`config.mk`:
```
export PLATFORM = sky130hd
export DESIGN_NAME = clk_period_meter_flat
export DESIGN_NICKNAME = d
export VERILOG_FILES = /design/src/rtl/clk_period_meter_if.sv /design/src/rtl/clk_period_meter.sv /design/src/flat_wrapper.sv
export SDC_FILE = /design/constraint.sdc
export NUM_CORES = 1
export LEC_CHECK = 0
export ABC_AREA = 1
export CORE_ASPECT_RATIO = 0.7
export CORE_MARGIN = 2
export CORE_UTILIZATION = 40
export DETAILED_ROUTE_END_ITERATION = 10
export SLEW_MARGIN = 0
export SYNTH_ARGS = -nofsm -noshare
export SYNTH_HDL_FRONTEND = slang
export SYNTH_SLANG_ARGS = --single-unit
```
`constraint.sdc`:
```
create_clock -name clk -period 1.8 [get_ports clk]
set_clock_uncertainty 0.2 [all_clocks]
set_input_delay 0.18 -clock clk [delete_from_list [all_inputs] [get_ports clk]]
set_output_delay 0.18 -clock clk [all_outputs]
set_load 0.01 [all_outputs]
```
`src/rtl/clk_period_meter_if.sv`:
```
// Result bundle of the clock period meter: measured input plus registered results.
// The meter drives the results (master); the consumer drives the measured signal (slave).
interface clk_period_meter_if #(
    parameter int unsigned WIDTH = 25
);
    logic             sig_in;
    logic [WIDTH-1:0] period;
    logic [WIDTH-1:0] high_time;
    logic             valid;
    logic             stalled;

    modport master (
        input  sig_in,
        output period,
        output high_time,
        output valid,
        output stalled
    );

    modport slave (
        output sig_in,
        input  period,
        input  high_time,
        input  valid,
        input  stalled
    );
endinterface

```
`src/rtl/clk_period_meter.sv`:
```
// Measures period and high time of a slow asynchronous input in clk cycles,
// with a one-cycle valid strobe and a stall flag for an input that stops toggling.
module clk_period_meter #(
    parameter int unsigned WIDTH   = 25,
    parameter int unsigned TIMEOUT = 25_000_000
) (
    input  logic               clk,
    input  logic               rst_n,
    clk_period_meter_if.master bus
);

    typedef enum logic [1:0] {StArm, StWaitFirst, StMeasure} state_e;

    localparam logic [WIDTH-1:0] TimeoutLast = WIDTH'(TIMEOUT - 1);

    logic             r_s1;
    logic             r_s2;
    logic             r_s3;
    logic [1:0]       r_fill;
    state_e           r_state;
    state_e           w_state_d;
    logic [WIDTH-1:0] r_cnt;
    logic [WIDTH-1:0] w_cnt_d;
    logic [WIDTH-1:0] w_cnt_inc;
    logic [WIDTH-1:0] r_hi_cap;
    logic [WIDTH-1:0] w_hi_cap_d;
    logic [WIDTH-1:0] r_period;
    logic [WIDTH-1:0] w_period_d;
    logic [WIDTH-1:0] r_high;
    logic [WIDTH-1:0] w_high_d;
    logic             r_valid;
    logic             w_valid_d;
    logic             r_stalled;
    logic             w_stalled_d;
    logic             w_rise;
    logic             w_fall;
    logic             w_primed;
    logic             w_event;

    // r_fill marks when s2 holds a real sample; the reset zeros in the chain
    // must not count as a low level, or a high input at reset would look like a rise.
    always_ff @(posedge clk or negedge rst_n) begin
        if (!rst_n) begin
            r_s1   <= 1'b0;
            r_s2   <= 1'b0;
            r_s3   <= 1'b0;
            r_fill <= 2'b00;
        end else begin
            r_s1   <= bus.sig_in;
            r_s2   <= r_s1;
            r_s3   <= r_s2;
            r_fill <= {r_fill[0], 1'b1};
        end
    end

    assign w_rise    = r_s2 & ~r_s3;
    assign w_fall    = ~r_s2 & r_s3;
    assign w_primed  = r_fill[1];
    assign w_cnt_inc = r_cnt + WIDTH'(1);

    always_ff @(posedge clk or negedge rst_n) begin
        if (!rst_n) begin
            r_state   <= StArm;
            r_cnt     <= '0;
            r_hi_cap  <= '0;
            r_period  <= '0;
            r_high    <= '0;
            r_valid   <= 1'b0;
            r_stalled <= 1'b0;
        end else begin
            r_state   <= w_state_d;
            r_cnt     <= w_cnt_d;
            r_hi_cap  <= w_hi_cap_d;
            r_period  <= w_period_d;
            r_high    <= w_high_d;
            r_valid   <= w_valid_d;
            r_stalled <= w_stalled_d;
        end
    end

    always_comb begin
        w_state_d   = r_state;
        w_cnt_d     = w_cnt_inc;
        w_hi_cap_d  = r_hi_cap;
        w_period_d  = r_period;
        w_high_d    = r_high;
        w_valid_d   = 1'b0;
        w_stalled_d = r_stalled;
        w_event     = 1'b0;

        unique case (r_state)
            StArm: begin
                w_event = w_primed & ~r_s2;
                if (w_event) begin
                    w_state_d = StWaitFirst;
                    w_cnt_d   = '0;
                end
            end
            StWaitFirst: begin
                w_event = w_rise;
                if (w_event) begin
                    w_state_d  = StMeasure;
                    w_cnt_d    = '0;
                    w_hi_cap_d = '0;
                end
            end
            StMeasure: begin
                w_event = w_rise;
                if (w_rise) begin
                    w_period_d  = w_cnt_inc;
                    w_high_d    = r_hi_cap;
                    w_valid_d   = 1'b1;
                    w_stalled_d = 1'b0;
                    w_cnt_d     = '0;
                end else if (w_fall) begin
                    w_hi_cap_d = w_cnt_inc;
                end
            end
            default: begin
                w_state_d = StArm;
                w_cnt_d   = '0;
            end
        endcase

        // A qualifying event in the timeout cycle wins over the stall.
        if (!w_event && (r_cnt == TimeoutLast)) begin
            w_stalled_d = 1'b1;
            w_state_d   = StArm;
            w_cnt_d     = '0;
        end
    end

    assign bus.period    = r_period;
    assign bus.high_time = r_high;
    assign bus.valid     = r_valid;
    assign bus.stalled   = r_stalled;

endmodule

```
`src/flat_wrapper.sv`:
```
// flat-port wrapper written by rule: the top's interface ports become plain ports
module clk_period_meter_flat 
#(
    parameter int unsigned WIDTH   = 25,
    parameter int unsigned TIMEOUT = 25_000_000
)
  (clk, rst_n, bus_sig_in, bus_period, bus_high_time, bus_valid, bus_stalled);
  clk_period_meter_if #(.WIDTH(WIDTH)) bus_i ();
  input  logic clk;
  input  logic rst_n;
  input wire logic [$bits(bus_i.sig_in)-1:0] bus_sig_in;
  output wire logic [$bits(bus_i.period)-1:0] bus_period;
  output wire logic [$bits(bus_i.high_time)-1:0] bus_high_time;
  output wire logic [$bits(bus_i.valid)-1:0] bus_valid;
  output wire logic [$bits(bus_i.stalled)-1:0] bus_stalled;
  assign bus_i.sig_in = bus_sig_in;
  assign bus_period = bus_i.period;
  assign bus_high_time = bus_i.high_time;
  assign bus_valid = bus_i.valid;
  assign bus_stalled = bus_i.stalled;
  clk_period_meter #(.WIDTH(WIDTH), .TIMEOUT(TIMEOUT)) u_core (.clk(clk), .rst_n(rst_n), .bus(bus_i));
endmodule
```
After elaboration in Yosys (flattened, before gate mapping)
Cells that the tools add are included.
- register bits: 109
- input port bits: 3
- output and inout port bits: 52
- word-level logic and storage cells: 55
- add/subtract/negate cells: 1
- eq/ne operators: 9
- multiplexer cells: 18
- bitwise operators: 5
- reductions and logical operators: 11
- operator list (operator ; number):
    25-bit 2-to-1 mux ; 6
    25-bit case mux with 2 select lines ; 2
    25-bit by 1-bit adder with 25-bit output (second input constant) ; 1
    25-bit equality test (second input constant) ; 1
    2-bit 2-to-1 mux ; 3
    2-bit by 1-bit != test with 1-bit output (second input constant) ; 3
    3-bit by 1-bit != test with 1-bit output (second input constant) ; 2
    2-bit case mux with 3 select lines ; 1
    2-bit nonzero test ; 3
    1-bit 2-to-1 mux ; 5
    2-bit AND reduction ; 2
    4-bit AND reduction ; 1
    1-bit AND ; 3
    3-bit AND reduction ; 1
    2-bit by 1-bit equality test with 1-bit output (second input constant) ; 1
    2-bit equality test (second input constant) ; 1
    2-bit zero test ; 1
    2-bit != test (second input constant) ; 1
    1-bit NOT ; 2
    1-bit case mux with 2 select lines ; 1
    2-bit OR reduction ; 1
    1-bit logical AND ; 1
    1-bit zero test ; 1

Logic depth before layout (Yosys ltp)
Gate-level depths: netlist of the first run.
- depth in word-level cells: 7
- gate-level depth with buffers: 10
- gate-level depth less buffers: 9

Least setup slack after synthesis of the first run
No wires, ideal clock.
- path type: reg-to-reg
- start point: register u_core.r_state[0]
- end point: register u_core.r_high[12] (netlist: u_core.bus.high_time[12])
- library setup time: 0.117 ns
- data arrival time: 1.421 ns
- required time: 1.483 ns
- path slack: 0.062 ns
- stages on the path, launching flop included: 10
- buffers on the path: 2
- period minus slack after synthesis: 1.738 ns
- path through: dfrtp_1 inv_1 ha_1 inv_1 nor2_4 inv_2 buf_2 buf_2 nand2_1 nand2_1
- cells in the longest elaborated chain, start to end: 2
- RTL lines (item ; RTL line ; RTL):
    start: declaration ; clk_period_meter.sv:20 ; state_e r_state;
    start signal: assignment ; clk_period_meter.sv:63 ; r_state <= StArm;
    start signal: assignment ; clk_period_meter.sv:71 ; r_state <= w_state_d;
    2-bit equality test ; clk_period_meter.sv:91 ; unique case (r_state)
    2-bit AND reduction (no source line) ; -- ;
    end signal: assignment ; clk_period_meter.sv:75 ; r_high <= w_high_d;
    end: declaration ; clk_period_meter.sv:29 ; logic [WIDTH-1:0] r_high;
Every way passes these cells.
A chain may end at the register's enable or synchronous reset.

Final worst setup path of the first run
- start point: register u_core.r_state[0]
- end point: register u_core.r_cnt[4]
- cells in the longest elaborated chain, start to end: 6
- elaborated cells on any way between the ends: 9
- RTL lines (item ; RTL line ; RTL):
    2-bit by 1-bit equality test with 1-bit output or 2-bit equality test (tied branches) ; clk_period_meter.sv:91 ;
    2-bit OR reduction (no source line) ; -- ;
    1-bit case mux with 2 select lines ; clk_period_meter.sv:91 ;
    1-bit zero test ; clk_period_meter.sv:126 ; if (!w_event && (r_cnt == TimeoutLast)) begin
    1-bit logical AND ; clk_period_meter.sv:126 ;
    25-bit 2-to-1 mux (*) ; clk_period_meter.sv:126 ;
    net u_core.w_cnt_d[4] ; clk_period_meter.sv:23 ; logic [WIDTH-1:0] w_cnt_d;
    end signal: assignment ; clk_period_meter.sv:72 ; r_cnt <= w_cnt_d;
    end: declaration ; clk_period_meter.sv:22 ; logic [WIDTH-1:0] r_cnt;
The timed path passes the listed nets; every way through them passes the cells marked *.

==> run metrics, run 1 <==
clock slew at reported path FFs 0.07 ns; Final Hold Violating Endpoints 0; Final Cycle Share 0.958; YS warnings 0; Initial Util 0.406; layout cells sized above 1 0.136; Startpoint Class register; Synth top cells by count nand2_1, dfrtp_1, nor2_1; Clock Latency Late Sink 0.34 ns; Cells after Synth 556; status complete, no violations; drt first pass iters 4; num rows 33; Die Height 94.8 um; RD Place Congestion 0.916; most common cell in the netlist nand2_1; ANT cells 0; Critical Path AT 1.74 ns; Max VDD drop 0.604 mV; share of the synthesized area in the top cell type 0.579; Synth Area per Inst 8.47 um2; die width 134 um; detailed-route via count 3793; IO Count 55; Min Hold Slack 0.0774 ns; sequential share of the synthesized area 0.579; core footprint 0.0116 mm2; Max-Cap Viols 0; Die ar. 0.0127 mm2; DP HPWL 7.99 mm; pwr/cell area 976 mW/mm2; Reg-to-Reg End u_core.r_cnt[4]; vias in the first global route 3735; initial antenna violation count 0; clock sink count 109; Crit Path Max Fanout 11; Setup CP Type reg2reg; Cell Count, Final, Fillers Out 791; Worst Setup SP u_core.r_state[0]; Post-synth top flop dfrtp_1; main combinational cell family by area after synthesis simple AND/OR/NAND/NOR gates; f_max 580 MHz; largest cells by area after synthesis dfrtp_1, nand2_1, nand3_1; CP endpoint kind register; H-tree lvl count 3; xor/xnor cell area share of the yosys netlist 0.0130; number of vias per cell 4.80; flops & latches, synth 109; GR Overflow Total 0; distinct cell type count after synthesis 27; Inst Count DP 771; final wirelength 11.2 mm; r2r worst-path depth 9; Yosys top cell by area dfrtp_1; Adder-Cell Fraction of Synth Area 0.0133; first-pass GRT wire length 18.7 mm; number of synthesized flops with an enable pin 0; Iteration-0 DRC Markers 246; Critical Path Sink u_core.r_cnt[4]; mux share of post-synthesis cell area 0; reg2reg setup slack 0.08 ns; # DRC 0; final setup vio count 0; DRT antenna net count 0; P_leak 2.78 nW; Max Slew Vio Count 0; PortBufs 54; WL/cell 14.2 um; Cell Area, Synth 0.00471 mm2; CTS Root Cell clkbuf_16; Synth Area in Simple Gates 0.279; syn nets 564; Hold Path Class in2reg; final total power 5.91 mW; worst endpoint required time 1.82 ns; Async S/R FF share, synth 1.00; largest net degree at the start of global routing 53; complex-gate fraction of the synthesized area 0.0603; unrepaired setup endpoints after global routing true; CTS Buf Count 9; r2r startpoint u_core.r_state[0]; CTS tree built; Longest Clk Path Bufs 2; Final #Nets 639; Area Growth Syn to Fin 28.7%; gr usage total 0.187; fin crit period 1.72 ns
worst max-delay path: stages (launching register included):
cell,delay [ns]
dfrtp_1,0.42
inv_2,0.08
ha_2,0.27
nand2_1,0.06
nand2_1,0.04
nand2_1,0.08
nand3_2,0.12
nand2_4,0.11
clkbuf_16,0.17
nor2_1,0.04
metal layers:
layer / up-vias / part of all wire / GRT usage
met4: 0 / 0.0070 / 0.0408
met5: - / 0 / 0
met2: 72 / 0.44 / 0.283
met1: 1806 / 0.51 / 0.274
li1: 1905 / - / -
met3: 10 / 0.045 / 0.0456
registers in the layout, summed over array words and instances, names as in the netlist:
register              cells
u_core.r_s1               1
u_core.r_s3               1
u_core.bus.high_time     25
u_core.bus.stalled        1
u_core.r_s2               1
u_core.r_hi_cap          25
u_core.bus.period        25
u_core.r_fill             2
u_core.bus.valid          1
u_core.r_cnt             25
u_core.r_state            2
area by class of cell:
cell class                 count  area, um2
fill                        1085       5550
sequential                   109       2730
multi-input combinational    385       1840
timing repair buffer          80        828
clock buffer                  13        280
tap                          157        196
inverter                      46        173
clock inverter                 1       5.00
layout by cell type (no fill, tap or decap), types with 4 or more instances in the layout:
cell type / instances
ha_2: 4
dfrtp_2: 4
nor2_1: 50
o22ai_1: 8
clkbuf_16: 10
nand3_1: 51
o21ai_0: 30
buf_4: 19
nand2_2: 5
nand4_1: 4
o21ai_1: 5
inv_2: 5
nand3_2: 5
xor2_1: 5
clkbuf_8: 4
buf_12: 6
nand2_1: 185
clkdlybuf4s50_1: 53
nor2_2: 12
dfrtp_1: 105
inv_1: 41
through the flow:
step	worst slack, ns	utilization	instance area (um2)	setup TNS (ns)
2_1_floorplan	0.0623	-	4710	0
3_3_place_gp	0.0488	0.482	5590	0
3_5_place_dp	0.00355	0.482	5590	0
4_1_cts	0.0221	0.508	5890	0
5_1_grt	-0.0355	0.522	6060	-0.196
6_report	0.0763	0.522	6060	0
worst min-delay path by stage:
stage | slack (ns) | cells past startpoint | endpoint | start
after global routing | 0.08 | 1 | u_core.r_s1 | bus_sig_in
after global placement | -0.09 | 1 | u_core.bus.period[10] | rst_n
after CTS | 0.06 | 1 | u_core.r_s1 | bus_sig_in
final | 0.08 | 1 | u_core.r_s1 | bus_sig_in
after floorplan | -0.32 | 0 | u_core.bus.high_time[0] | rst_n
after detailed placement | -0.08 | 1 | u_core.bus.period[10] | rst_n
where the power goes:
part	switching, mW	internal (mW)
registers	0.0824	2.57
clock network	0.836	1.07
logic	0.789	0.560
cells by family (layout without fill, tap and decap cells):
logic type	Yosys count	after routing
adders and majority gates	5	5
and+or+nand+nor	319	320
DFF	109	109
buffers and inverters	63	140
AOI/OAI and AO/OA	52	52
other	1	1
xor gates and xnor gates	7	7
timing repair:
action / 4_1_cts / 5_1_grt
endpoints found under the setup margin: 1 / 62
pin swaps: 0 / 4
endpoints found under the hold margin: 109 / 0
gates resized for setup: 1 / 41
gates cloned: 0 / 2
buffers inserted: 0 / 3
hold buffers: 1 / 0
(Power assumes the default switching activity.)
==> inputs of run 2 (changes only) <==
CORE_MARGIN = not set   (was 2)
==> run metrics, run 2 (synthesized netlist as in run 1, its figures left out) <==
Longest Clk Path Bufs 2 (unchanged); final wirelength 11.2 mm (+0.37%); Setup WS post-layout 0.0429 ns (-0.0334 ns); CP endpoint kind register; commonest non-fill, non-tap cell in the layout nand2_1; die width 132 um (-1.5%); ANT cells 0 (unchanged); # DRC 0 (unchanged); RD Place Congestion 0.865 (-5.5%); clock sink count 109 (unchanged); num rows 32 (-3.0%); CTS tree built; Min Hold Slack 0.0755 ns (-0.00194 ns); IO Count 55 (unchanged); Iteration-0 DRC Markers 199 (-19%); first-pass GRT wire length 18.5 mm (-1.3%); Die Height 92.8 um (-2.1%); Critical Path AT 1.84 ns (+0.10 ns); initial antenna violation count 0 (unchanged); Final Hold Violating Endpoints 0 (unchanged); CTS Root Cell clkbuf_16; DP HPWL 7.91 mm (-1.0%); Max Slew Vio Count 0 (unchanged); pre-CTS WS -0.104 ns (-0.108 ns); unrepaired setup endpoints after global routing true; status complete, no violations; PortBufs 54 (unchanged); core footprint 0.0113 mm2 (-3.0%); P_leak 2.83 nW (+1.7%); Cell Count, Final, Fillers Out 793 (+0.25%); DRT antenna net count 0 (unchanged); Final Cycle Share 0.976 (+0.0186); Crit Path Max Fanout 12 (+1); Hold Path Class in2reg; most frequent cells in the layout nand2_1, dfrtp_1, nor2_1; drt first pass iters 4 (unchanged); CTS Buf Count 9 (unchanged); final total power 6.40 mW (+8.3%); clock slew at reported path FFs 0.07 ns (about the same); f_max 569 MHz (-1.9%); GR Overflow Total 0 (unchanged); fin crit period 1.76 ns (+0.0334 ns); layout cells sized above 1 0.128 (-0.00752); final setup vio count 0 (unchanged); Placed Area 0.00559 mm2 (about the same); gr usage total 0.194 (+0.00664); H-tree lvl count 3 (unchanged); Setup TNS 0 ns (unchanged); Die ar. 0.0122 mm2 (-3.6%); Filler cells 1050 (-3.2%); Final #Nets 644 (+0.78%); WL/cell 14.2 um (+0.12%); detailed-route via count 3895 (+2.7%); r2r startpoint u_core.r_state[0]; largest net degree at the start of global routing 59 (+11%); pwr/cell area 1040 mW/mm2 (+6.4%); Area Growth Syn to Fin 30.9%; Design Area, Final 0.00616 mm2 (+1.7%); Clock Latency Late Sink 0.35 ns (about the same); number of vias per cell 4.91 (+2.4%); Max VDD drop 0.735 mV (+22%); worst endpoint required time 1.88 ns (+0.06 ns); Worst Setup SP u_core.r_state[0]; Initial Util 0.418 (+0.0127); Inst Count DP 769 (-0.26%); Startpoint Class register; vias in the first global route 3787 (+1.4%); worst hold start bus_sig_in; final core occ 0.547 (+0.0255); Max-Cap Viols 0 (unchanged); Setup CP Type reg2reg
## run 2: changes by cell type in the layout (fill, tap and decap cells not counted), moves of 3 or more
cell / previous run / this run
nor2_2: 12 / 6
buf_4: 19 / 22
nor2_1: 50 / 55
ha_2: 4 / 1
ha_4: 0 / 3
buf_6: 0 / 3
clkbuf_8: 4 / 0
bufinv_16: 0 / 3
## run 2: cell type report
| type | instances | area, um2 | share of cell area |
|---|---|---|---|
| Sequential cell | 109 | 2730 | 0.443 |
| Multi-Input combinational cell | 384 | 1850 | 0.300 |
| Timing Repair Buffer | 86 | 885 | 0.144 |
| Clock buffer | 11 | 233 | 0.0378 |
| Tap cell | 153 | 191 | 0.0311 |
| Inverter | 46 | 173 | 0.0280 |
| Clock inverter | 4 | 97.6 | 0.0158 |
## run 2: repair_timing
action                                  4_1_cts  5_1_grt
cloned                                        0        2
endpoints found under the setup margin       17       84
setup buffers                                 0        6
gates resized for setup                       2       37
hold buffers                                  1        0
endpoints found under the hold margin       109        0
pin swaps                                     0        6
## run 2: worst paths after layout
path                       slack, ns  cells past startpoint                       end
setup / recovery                0.04                      7          u_core.r_cnt[21]
hold / removal                  0.08                      1               u_core.r_s1
setup reg to reg                0.04                      7          u_core.r_cnt[21]
hold reg to reg                 0.15                      0               u_core.r_s2
max in group asynchronous       0.96                      3          u_core.r_cnt[13]
min in group asynchronous       0.16                      3  u_core.bus.high_time[15]
## run 2: power breakdown
group	internal, mW	leakage (nW)	switching, mW
Clock	1.35	0.156	0.860
Sequential	2.57	1.50	0.0958
Combinational	0.664	1.17	0.855
## run 2: per-layer routing
metal,wire length (um),up-vias,GRT usage
li1,-,1925,-
met1,5610,1860,0.269
met2,4940,97,0.299
met3,520,13,0.0416
met4,167,0,0.0688
met5,0,-,0
## run 2: worst max-delay path, stage by stage (launching register included)
cell and delay (ns):
dfrtp_1 0.44, inv_2 0.10, ha_4 0.28, nand2_1 0.10
a21oi_4 0.19, nand2_4 0.11, buf_12 0.17, nor2_1 0.11
==> inputs of run 3 (changes only) <==
CTS_CLUSTER_SIZE = 16   (was not set)
==> results of run 3 <==
Same layout as run 2: the final DEF is identical, and so are final timing and power.
==> variant 1, RTL diff (config.mk and constraints of run 2) <==
`TIMEOUT` is set to 25_000_000 in 2 places; all go to 16_777_216.
--- a/src/rtl/clk_period_meter.sv
+++ b/src/rtl/clk_period_meter.sv
@@ -4,3 +4,3 @@
     parameter int unsigned WIDTH   = 25,
-    parameter int unsigned TIMEOUT = 25_000_000
+    parameter int unsigned TIMEOUT = 16_777_216
 ) (
--- a/src/flat_wrapper.sv
+++ b/src/flat_wrapper.sv
@@ -4,3 +4,3 @@
     parameter int unsigned WIDTH   = 25,
-    parameter int unsigned TIMEOUT = 25_000_000
+    parameter int unsigned TIMEOUT = 16_777_216
 )
Function: same outputs for any inputs over 10 cycles, from zero or initial values and one cycle with rst_n low; that may be too few to reach the edited logic, so the function may still have changed.
==> variant 1 against run 2 <==
  * Sequential share of layout area shrank 0.34 points
  * Sequential cell count is the same
  * Synthesized cell count shrank 2.2%
  * Critical path depth shrank 1
  * Total power grew 3.8%
  * Routed wire length shrank 0.93%
  * Final area grew 0.77%
  * Worst hold slack lost 7.9 ps
  * Non-clock buffer count shrank 2
  * Synthesized area grew 0.90%
  * Worst setup slack lost 11 ps
  * Critical path type unchanged
==> variant 1: results (changes against run 2) <==
[finish]
fill_cells=1054  ; +0.38%
n_antenna_cell=0  ; unchanged
drive_above_1_share_pct=16.9  ; +4.1 points
nNetsFinal=630  ; -2.2%

[place]
place_inst=756  ; -1.7%
pre_cts_ws_ps=-15.7  ; +88.8 ps
portBuffers=54  ; unchanged
routabilityCongestion=0.881  ; +1.8%
post-dp-hpwl_microns=7910  ; about the same

[synth]
yosysSeqAreaShare_pct=57.4  ; -0.52 points
synthArstFlopShare_pct=100  ; unchanged
synth_fp_nets=552  ; -2.1%
syn_area_per_cell_sq_um=8.73  ; +3.1%
synth_ff_type=dfrtp_1
ys_warn_count=0  ; unchanged
ys_top_cells_by_count=nand2_1, dfrtp_1, nand3_1, inv_1, o21ai_0
synth_cell_types=26  ; -3.7%
synth.area.top_cells=dfrtp_1, nand2_1, nand3_1, o21ai_0, inv_1

[global_routing]
grt_pass1_vias=3747  ; -1.1%
grt_max_degree=49  ; -17%
grt_pass1_wl_microns=18400  ; -0.48%
antenna_found_initial=0  ; unchanged
grt_usage_pct=19.1  ; -0.23 points

[cts]
cts_root_buffer=clkbuf_16
clock_latency_ps=340
clk_path_buf_depth=2  ; unchanged
htreeDepth=3  ; unchanged
clk_pin_slew_worst_paths_ps=70  ; about the same
cts_buffers=9  ; unchanged

[worst_setup_path]
rr_startpoint=u_core.r_state[1]$_DFFE_PN0P_
reg2reg_slack_ps=30
crit_arrival_ps=1790  ; -50 ps
cp_slowest_cell=dfrtp_1
crit_family=buffers and inverters
critical-path-max-stage-delay_ps=410  ; -30 ps
cp_max_fo=12  ; unchanged
r2r_cells=6  ; -1
reg2reg_to=u_core.r_hi_cap[16]$_DFFE_PN0P_

[worst_hold_path]
min_to=u_core.r_s1$_DFF_PN0_
min_path_type=primary input to register
holdPathStages=1  ; unchanged
hp-start=bus_sig_in

[route]
viasPerCell=4.84  ; -1.4%
drt_wl_total_microns=11100  ; -0.93%
dr.pass1.iters=5  ; +1
vias=3779  ; -3.0%
drt-initial-drc-count=217  ; +9.0%

[job]
max_cap_violations=0  ; unchanged

[power]
peakVddDrop_mv=0.704  ; -4.2%
power_leakage_nw=2.80  ; -0.85%

[outcome]
status=complete, no violations

==> variant 1: how the worst max path moves through the flow <==
stage,from,endpoint,slack [ps],depth (start not counted)
final,u_core.r_state[1]$_DFFE_PN0P_,u_core.r_hi_cap[16]$_DFFE_PN0P_,30,6
after global routing,u_core.r_state[0]$_DFFE_PN0P_,u_core.bus.high_time[3]$_DFFE_PN0P_,-70,7
after CTS,u_core.r_cnt[7]$_DFF_PN0_,u_core.bus.period[21]$_DFFE_PN0P_,9,7
after detailed placement,u_core.r_state[0]$_DFFE_PN0P_,u_core.r_cnt[21]$_DFF_PN0_,-20,9
after global placement,u_core.r_state[0]$_DFFE_PN0P_,u_core.r_cnt[20]$_DFF_PN0_,40,9
after floorplan,u_core.r_cnt[0]$_DFF_PN0_,u_core.r_cnt[8]$_DFF_PN0_,9,9
==> variant 1: final cells by class <==
class	count	area, sq um	share of cell area, %
tap	153	191	3.08
inverter	50	191	3.08
clock buffer	11	243	3.91
timing repair buffer	84	892	14.4
multi-input combinational	368	1850	29.9
sequential	109	2730	44.0
clock inverter	5	106	1.71
==> variant 1: per-stage QoR <==
step	cell area [sq um]	TNS [ps]	utilization, %	hold WS, ps
after floorplan	4750	0	-	-316
after global placement	5630	0	49.9	-92.2
after detailed placement	5630	-34.5	49.9	-90.4
after CTS	6010	0	53.2	60.6
after global routing	6210	-2370	55.0	73.9
final	6210	0	55.0	67.6
==> variant 1: routing by layer <==
layer / vias to the layer above / global-route usage [%] / part of all wire, %
li1: 1868 / - / -
met1: 1819 / 27.5 / 51
met2: 81 / 29.7 / 44
met3: 11 / 4.23 / 4.2
met4: 0 / 4.21 / 0.66
met5: - / 0 / 0
==> variant 1: timing repair <==
action	in CTS	in global routing
gates resized for setup	3	39
pin swaps	0	7
buffers inserted	1	4
endpoints found under the setup margin	18	56
endpoints found under the hold margin	109	0
cloned	0	2
hold buffers	1	0
==> variant 1: report_power, final <==
group          switching, mW  internal (mW)
logic                  0.945          0.744
clock network          0.894           1.40
registers             0.0865           2.57
==> variant 1: kinds of logic after synthesis <==
logic type	count (synthesis)	share of synthesized area [%]
adder cells (fa/ha/maj)	5	1.32
XOR/XNOR	7	1.29
flip-flops	109	57.4
AO/OA/AOI/OAI	57	6.64
buffers and inverters	67	6.09
other	1	0.0790
AND/OR/NAND/NOR	298	27.2
==> variant 2, RTL diff (settings of run 2) <==
Without the edit above. Encoding of `state_e`: now one-hot (3 bits for 3 states).
--- a/src/rtl/clk_period_meter.sv
+++ b/src/rtl/clk_period_meter.sv
@@ -11,3 +11,3 @@
 
-    typedef enum logic [1:0] {StArm, StWaitFirst, StMeasure} state_e;
+    typedef enum logic [2:0] {StArm = 3'b001, StWaitFirst = 3'b010, StMeasure = 3'b100} state_e;
 
Formal check against the unedited RTL: no difference found for any inputs over 10 cycles, from zero or initial values and one cycle with rst_n low; not proved beyond that.
==> variant 2 against run 2 <==
  * Routed wire length shrank 0.41%
  * Synthesized cell count grew 0.54%
  * Final area grew 4.0%
  * Synthesized area grew 4.0%
  * Sequential cell count grew 1
  * Via count shrank 0.26%
  * Worst setup slack lost 42 ps
  * Highest routed layer unchanged
  * Largest power group unchanged
  * Total power grew 4.7%
==> variant 2: results (changes against run 2) <==
[synth]
synth_xor_area_share_pct=1.79  ; +0.49 points
ys_top_cells_by_count=nand2_1, dfrtp_1, nor2_1, inv_1, o21ai_1
synth-compound-area-share_pct=7.24  ; +1.2 points
synth.area.top_cells=dfrtp_1, nand2_1, nor2_1, inv_1, nor2_4
yosysSeqAreaShare_pct=56.3  ; -1.7 points
synth_cell_types=33  ; +22%
synthAdderAreaFrac_pct=0.256  ; -1.1 points

[power]
power.density_nw_per_um2=1050  ; +0.62%
peakVddDrop_mv=0.662  ; -10%
seq_power_share_pct=40.1  ; -1.6 points
combPwrFrac_pct=27.2  ; +3.5 points
cellInternalPower_mw=4.66  ; +1.6%

[worst_setup_path]
reg2reg_slack_ps=1  ; -40 ps

[route]
viasPerCell=4.77  ; -2.8%
route.met2.wl_microns=4770  ; -3.5%
dr.pass1.iters=5  ; +1
wl_met3_microns=421  ; -19%
drt-initial-drc-count=214  ; +7.5%

[finish]
buffer_area_share_pct=15.6  ; +1.2 points
inverters_excl_clock=49  ; +6.5%
nNetsFinal=658  ; +2.2%
drive_above_1_share_pct=20.1  ; +7.3 points

[cts]
ctsResizeCount=5  ; +3

[floorplanning]
dieArea_sq_um=12700  ; +3.9%

[outcome]
status=complete, no violations

[global_routing]
met1_usage_pct=28.3  ; +1.4 points
use_met3_pct=3.76  ; -0.40 points
grt_pass1_wl_microns=18400  ; -0.59%
grt_pass1_vias=3677  ; -2.9%
grt_max_degree=111  ; +88%
grt_usage_pct=18.8  ; -0.61 points

variant 2: cell types whose count changed in the layout (fill, tap and decap cells not counted), sizes merged, moves of 3 or more:
cell and delta:
inv +3, a21oi -4, nand3 -37, nand2 +5, buf +15, o21bai -3, ha -4, o21ai +17
o22ai +5, nor2 +16
variant 2: per-stage QoR:
stage	hold WS (ps)	setup slack, ps	instance area [sq um]	std cells	utilization, %
final	83.9	1.16	6410	814	54.3
after CTS	77.0	4.76	6240	807	52.8
after global placement	99.4	-76.5	5880	792	49.8
after global routing	80.8	-67.5	6410	814	54.3
after detailed placement	103	-112	5880	792	49.8
after floorplan	-316	23.0	4890	559	-
variant 2: worst max-delay path, stage by stage, from the launching register on:
cell     delay (ps)
dfrtp_1         440
nand2_1         130
nor2_2          140
nand3_1         100
nor2_2          180
buf_4           140
nand2_4          60
nand2_8         100
buf_12          160
nor2_2           40
